## src/rtl/seq_detector_1101.sv

```systemverilog
// rtl/seq_detector_1101.sv - overlapping 1-1-0-1 serial pattern detector (Moore FSM)
module seq_detector_1101 (
   input  logic clk,
   input  logic rst,
   input  logic in,
   output logic detected
);

   localparam logic [2:0] IDLE = 3'd0;
   localparam logic [2:0] S1   = 3'd1;
   localparam logic [2:0] S2   = 3'd2;
   localparam logic [2:0] S3   = 3'd3;
   localparam logic [2:0] S4   = 3'd4;

   logic [2:0] state;
   logic [2:0] state_next;

   always_ff @(posedge clk or posedge rst) begin
      if (rst) begin
         state <= IDLE;
      end else begin
         state <= state_next;
      end
   end

   // Each state is the longest suffix of the input history that is a prefix of 1101.
   always_comb begin
      state_next = IDLE;
      case (state)
         IDLE:    state_next = in ? S1 : IDLE;
         S1:      state_next = in ? S2 : IDLE;
         S2:      state_next = in ? S2 : S3;
         S3:      state_next = in ? S4 : IDLE;
         S4:      state_next = in ? S2 : IDLE;
         default: state_next = IDLE;
      endcase
   end

   assign detected = (state == S4);

endmodule

```

## config.mk

```make
export PLATFORM = sky130hd
export DESIGN_NAME = seq_detector_1101
export DESIGN_NICKNAME = d
export VERILOG_FILES = /design/src/rtl/seq_detector_1101.sv
export SDC_FILE = /design/constraint.sdc
export NUM_CORES = 1
export LEC_CHECK = 0
export CAP_MARGIN = 30
export CORE_AREA = 2 2 39 41
export CTS_CLUSTER_DIAMETER = 40
export DETAILED_ROUTE_END_ITERATION = 10
export DIE_AREA = 0 0 41 43
export PLACE_DENSITY_LB_ADDON = 0.05
export SYNTH_ARGS = -nofsm -noshare
export SYNTH_HDL_FRONTEND = slang
export SYNTH_SLANG_ARGS = --single-unit
```

## constraint.sdc

```tcl
create_clock -name clk -period 1.2 [get_ports clk]
set_input_delay 0.18 -clock clk [delete_from_list [all_inputs] [get_ports clk]]
set_output_delay 0.18 -clock clk [all_outputs]
set_load 0.01 [all_outputs]
```

; ---- Word level (Yosys, flattened, before mapping)
; Index checks and enable logic that the tools add are counted.
; W data, S select, Z words.
[totals]
elab_cells = 12
register_bits = 3
input_bits = 3
output_inout_bits = 1
[op_classes]
n_reduce_logical = 2
n_mux = 5
n_eq_ne = 4
[ops]
columns = cell, n
row1 = $pmux W3 S4, 1
row2 = $eq A3 B2 Y1 const B, 2
row3 = $eq A3 B1 Y1 const B, 1
row4 = $eq A3 B3 Y1 const B, 1
row5 = $logic_not A3 Y1, 1
row6 = $mux W3, 1
row7 = $mux W1, 2
row8 = $mux W2, 1
row9 = $reduce_or A2 Y1, 1

; ---- Longest topological paths before layout
; Gate-level depths: netlist of the first run.
[depth]
depth_word = 3
ltp_mapped = 2
mapped_depth_nobuf = 2

; ---- Worst setup path after synthesis of the first run
; No wires, ideal clock.
[synth_timing]
path_kind = reg2reg
startpoint = register state[0]
endpoint = register state[1]
path_stages_with_launch = 3
synth_period_minus_slack_ps = 1031
required_time_ps = 1110
setup_slack_ps = 169
path_buffers = 0
setup_time_ps = 90
t_arrival_ps = 940
path_cell_list = dfrtp_1 or4bb_1 o221ai_1
[synth_via]
elab_chain_len = 3
word_cells_on_any_way = 7
classes_between = 4 x eq/ne / 1 x mux / 2 x reduce/logical
[synth_lines]
columns = item, line
row1 = from (decl), 15  ; logic [2:0] state;
row2 = from (signal assigned), 22  ; state <= state_next;
row3 = $eq A3 B3 Y1 or $eq A3 B1 Y1 (tied branches), 29  ; case (state)
row4 = $reduce_or A2 Y1 (no source line), --
row5 = $pmux W3 S4 (*), 29
row6 = via state_next[1], 16  ; logic [2:0] state_next;
; The timed path passes the listed nets; every way through them passes the cells marked *.

; ---- Final worst setup path of the first run
; Same ends and word-level chain as after synthesis.

==> results.toml, run 1 <==
[setup_path]
end_kind = "flop"
critical_path_class = "flop to flop"
path_cells = "buf_6 > or4bb_1 > o221ai_1"
max_stage_delay_ns = 0.47
startpoint_type = "flop"
crit_slowest_cell = "or4bb_1"
worst-path-max-fanout = 4
r2r_cells = 3
worstPathRequired_ns = 1.34
crit_arrival_ns = 1.30

[synthesis]
synth_top_cell_area_share = 0.522
yosys_register_bits = 3
syn-num-nets = 16
synthArstFlopShare = 1.00
syn_inst = 13
ys_types = 10
synth_top_area_cell = "dfrtp_1"
netlist_area_um2 = 144
synth_area_per_cell_um2 = 11.1
synth_area_leaders = "dfrtp_1 52%, or4bb_1 7.8%, o221ai_1 6.1%"
yosysMostFrequentCell = "dfrtp_1"
ys_warn_count = 0
yosysSeqAreaShare = 0.522
ys.flop_type = "dfrtp_1"
synth_edf_count = 0
synth_top_cells_by_count = "3 x dfrtp_1, 2 x inv_1"

[run]
cap_violations = 0

[drt]
vias = 131
postRouteAntennaNets = 0
drt_wl_total_um = 338
drcViolationCount = 0
first_pass_iters = 2
drt-initial-drc-count = 1
avgRoutedWirePerCell_um = 8.67
via_per_inst = 3.36

[placed_design]
pre_cts_ws_ns = -0.150
port_buffers = 3
gp_congestion = 0.616
hpwl_um = 263

[global_routing]
antenna_found_initial = 0
gr-total-overflow = 0
grt_usage = 0.0542
grt_pass1_wl_um = 510
grt_pass1_vias = 126
grt_max_degree = 7

[clocking]
h-tree-depth = 1
cts_root_buffer = "clkbuf_4"
cts_buffer_depth = 2
post_cts_buffers = 0
clock_latency_ns = 0.23
cts_tree = "built"
clock-sinks = 3
cts_hold_repair.buffers = 0
cts_made_buffers = 3
clk_pin_slew_ns = 0.04

[final_layout]
reg_top3 = "state: 3 flops"
layout.nets = 27
fin_util = 0.179
antenna_cells = 0
area_growth_pct = 72.2
top_register = "state"
drive_gt1_frac = 0.435
largest_reg_flops = 3

[die]
chipHeight_um = 43
io_pins = 4
start_util = 0.104
dieArea_mm2 = 0.00176
core_area_mm2 = 0.00138
die_width_um = 41
rows = 14

[sta]
relSlewSlack = 0.898
min_period_over_period = 0.969
rsz0062_at_grt = "yes"
fin_ws_ns = 0.0369
finalSetupTns_ns = 0
skew_ns = 0.000555
hold-worst-slack_ns = 0.126
final_max_slew_viol_count = 0
finalHoldViolations = 0
max_freq_mhz = 860
worst_slew_pin_slew_ns = 0.151
finalSetupViolations = 0
period_minus_slack_ns = 1.16

[worst_hold_path]
hp-class = "input pin to asynchronous set/reset pin"

[power_and_ir_drop]
p_leak_nw = 0.109
power_density_mw_per_mm2 = 2030
ir_worst_vdd_mv = 0.404

[status]
status = "finished, final reports clean"
[area by class of cell]
class	count	area, um2
inverters	2	7.51
fillers	161	1140
multi-input cells	8	66.3
flip-flops and latches	3	76.3
well taps	16	20.0
clock buffers	4	26.3
repair buffers	6	51.3
[per-layer routing]
| metal | GRT usage | up-vias | part of all wire |
|---|---|---|---|
| met2 | 0.0563 | 4 | 0.46 |
| met1 | 0.0577 | 59 | 0.45 |
| met5 | 0 | - | 0 |
| li1 | - | 66 | - |
| met4 | 0.100 | 0 | 0.056 |
| met3 | 0.0157 | 2 | 0.030 |
[stage by stage]
step / cell area (um2) / cells / total power, mW
global route: 248 / 39 / 0.536
CTS: 239 / 39 / 0.498
finish: 248 / 39 / 0.502
detailed placement: 216 / 35 / 0.311
floorplan: 144 / 13 / 0.243
global placement: 216 / 35 / 0.321
[power breakdown]
group	total [mW]	switching, mW	internal, mW
Clock	0.176	0.0517	0.125
Sequential	0.184	0.0441	0.140
Combinational	0.142	0.0500	0.0922
[cell families after synthesis]
group / count (synthesis) / share of synthesized area
AOI/OAI and AO/OA: 1 / 0.0609
xor gates and xnor gates: 1 / 0.0609
buffers and inverters: 2 / 0.0522
DFF: 3 / 0.522
and+or+nand+nor: 6 / 0.304
[worst max-delay path, delay by kind of cell, from the launching register on]
family,cells,cell delay [ns]
buffers and inverters,1,0.13
flip-flops,1,0.40
AND/OR/NAND/NOR,1,0.47
AO/OA/AOI/OAI,1,0.08
[layout by cell type, fill, tap and decap left out]
cell and instances:
clkbuf_1 1, buf_2 1, dfrtp_1 2, clkbuf_4 3
or2b_2 1, nor2_1 1, nor3b_2 1, nor3_1 1
or4bb_1 1, buf_6 1, o221ai_1 1, buf_4 2
dfrtp_2 1, xnor2_1 1, clkdlybuf4s50_1 2, nand3b_1 1
inv_1 2
[what timing repair did]
action | in CTS | in global routing
pin swaps | 0 | 1
endpoints found under the setup margin | 1 | 2
gates resized for setup | 5 | 2
[worst paths after layout]
check / startpoint / to / slack, ns
min: rst / state[0]$_DFF_PP0_ / 0.13
max reg2reg: state[0]$_DFF_PP0_ / state[1]$_DFF_PP0_ / 0.04
max: state[0]$_DFF_PP0_ / state[1]$_DFF_PP0_ / 0.04
min in group clk: state[2]$_DFF_PP0_ / state[0]$_DFF_PP0_ / 0.56
min reg2reg: state[2]$_DFF_PP0_ / state[0]$_DFF_PP0_ / 0.56
max in group asynchronous: rst / state[1]$_DFF_PP0_ / 0.93
(Power assumes the default switching activity.)
==> run 2, diff against run 1 <==
--- a/config.mk
+++ b/config.mk
@@ -5,7 +5,6 @@
 export SDC_FILE = /design/constraint.sdc
 export NUM_CORES = 1
 export LEC_CHECK = 0
-export CAP_MARGIN = 30
 export CORE_AREA = 2 2 39 41
 export CTS_CLUSTER_DIAMETER = 40
 export DETAILED_ROUTE_END_ITERATION = 10
==> constraint.sdc (replaced) <==
create_clock -name clk -period 1 [get_ports clk]
set_input_delay 0.15 -clock clk [delete_from_list [all_inputs] [get_ports clk]]
set_output_delay 0.15 -clock clk [all_outputs]
set_load 0.01 [all_outputs]
==> results.toml, run 2 (synthesized netlist as in run 1, its figures left out) <==
[status]
status = "complete, but fails checks"
violations = "negative setup slack"

[setup_path]
crit_start = "state[0]$_DFF_PP0_"
end_kind = "flop"
worstPathRequired_ns = 1.15
startpoint_type = "flop"
critical_path_class = "flop to flop"
crit_arrival_ns = 1.32
r2r-start = "state[0]$_DFF_PP0_"
r2r_cells = 3
worst-path-max-fanout = 3
r2r_end = "state[1]$_DFF_PP0_"
r2r_slack_ns = -0.17
endpoint = "state[1]$_DFF_PP0_"

[final_layout]
antenna_cells = 0
final_common_cell = "buf_4"
layout.nets = 31
layout_common_cells = "5 x buf_4, 3 x clkbuf_4, 3 x dfrtp_1"
largest_reg_flops = 3
drive_gt1_frac = 0.481
multi_input_area_um2 = 67.6
top_register = "state"
regArea_um2 = 75.1
fin_area_um2 = 282
reg_top3 = "state: 3 flops"
fill_cells = 156
instances_no_fill = 43
area_growth_pct = 95.7

[sta]
period_minus_slack_ns = 1.17
min_period_over_period = 1.17
worst_slew_pin_slew_ns = 0.154
finalSetupViolations = 2
skew_ns = 0.000589
finalHoldViolations = 0
final_max_slew_viol_count = 0
rsz0062_at_grt = "yes"
relSlewSlack = 0.896
max_freq_mhz = 851
hold-worst-slack_ns = 0.0913
fin_ws_ns = -0.174

[power_and_ir_drop]
power_density_mw_per_mm2 = 2590
ir_worst_vdd_mv = 0.558
p_leak_nw = 0.131

[placed_design]
pre_cts_ws_ns = -0.300
hpwl_um = 267
dp_cells = 36
port_buffers = 3
placed_area_um2 = 224
gp_congestion = 0.663

[global_routing]
grt_pass1_wl_um = 683
grt_pass1_vias = 178
grt_max_degree = 5
antenna_found_initial = 0
grt_usage = 0.0714
gr-total-overflow = 0

[clocking]
cts_hold_repair.buffers = 0
cts_made_buffers = 3
clock-sinks = 3
clk_pin_slew_ns = 0.04
clock_latency_ns = 0.23
cts_root_buffer = "clkbuf_4"
cts_tree = "built"
h-tree-depth = 1
cts_buffer_depth = 2

[die]
chipHeight_um = 43
core_area_mm2 = 0.00138
start_util = 0.104
die_width_um = 41
io_pins = 4
rows = 14
dieArea_mm2 = 0.00176

[drt]
vias = 142
via_per_inst = 3.30
drcViolationCount = 0
drt_wl_total_um = 375
drt-initial-drc-count = 1
postRouteAntennaNets = 0
avgRoutedWirePerCell_um = 8.72
first_pass_iters = 2

[run]
cap_violations = 0

[worst_hold_path]
hp-class = "input pin to asynchronous set/reset pin"
-- run 2: through the flow --
| step | power, mW | utilization | setup TNS [ns] |
|---|---|---|---|
| 3_3_place_gp | 0.405 | 0.162 | -0.574 |
| 3_5_place_dp | 0.403 | 0.162 | -0.568 |
| 4_1_cts | 0.707 | 0.195 | -0.325 |
| 2_1_floorplan | 0.292 | - | -0.0306 |
| 6_report | 0.728 | 0.203 | -0.295 |
| 5_1_grt | 0.789 | 0.203 | -0.400 |
-- run 2: how the worst min path moves through the flow --
stage,from,endpoint,slack [ns],cells after the start
after floorplan,rst,state[0]$_DFF_PP0_,-0.1,1
after global placement,rst,state[2]$_DFF_PP0_,0.33,2
after detailed placement,rst,state[1]$_DFF_PP0_,0.33,2
after CTS,rst,state[2]$_DFF_PP0_,0.09,2
after global routing,rst,state[0]$_DFF_PP0_,0.11,2
final,rst,state[0]$_DFF_PP0_,0.09,2
-- run 2: repair_timing --
| item | CTS | global route |
|---|---|---|
| buffers inserted | 2 | 1 |
| pin swaps | 1 | 1 |
| endpoints found under the setup margin | 2 | 3 |
| resized for setup | 6 | 1 |
-- run 2: cell type report --
cell class              count  area share
well taps                  16      0.0711
inverters                   2      0.0267
clock buffers               4      0.0933
multi-input cells           8       0.240
repair buffers             10       0.302
flip-flops and latches      3       0.267
-- run 2: layer usage --
metal  global-route usage  wire length, um
met5                    0                0
met4                0.120                0
met2               0.0875              232
met1               0.0615              124
met3               0.0314               18
-- run 2: worst max-delay path, cell delays in order (launching register included) --
cell and delay, ns:
dfrtp_1 0.38, buf_6 0.12, or4bb_1 0.50, o221ai_2 0.08
-- run 2: power breakdown --
group          total, mW  leakage, nW  switching [mW]  internal (mW)
Clock              0.211       0.0150          0.0619          0.149
Sequential         0.195       0.0391          0.0305          0.164
Combinational      0.322       0.0766           0.112          0.211
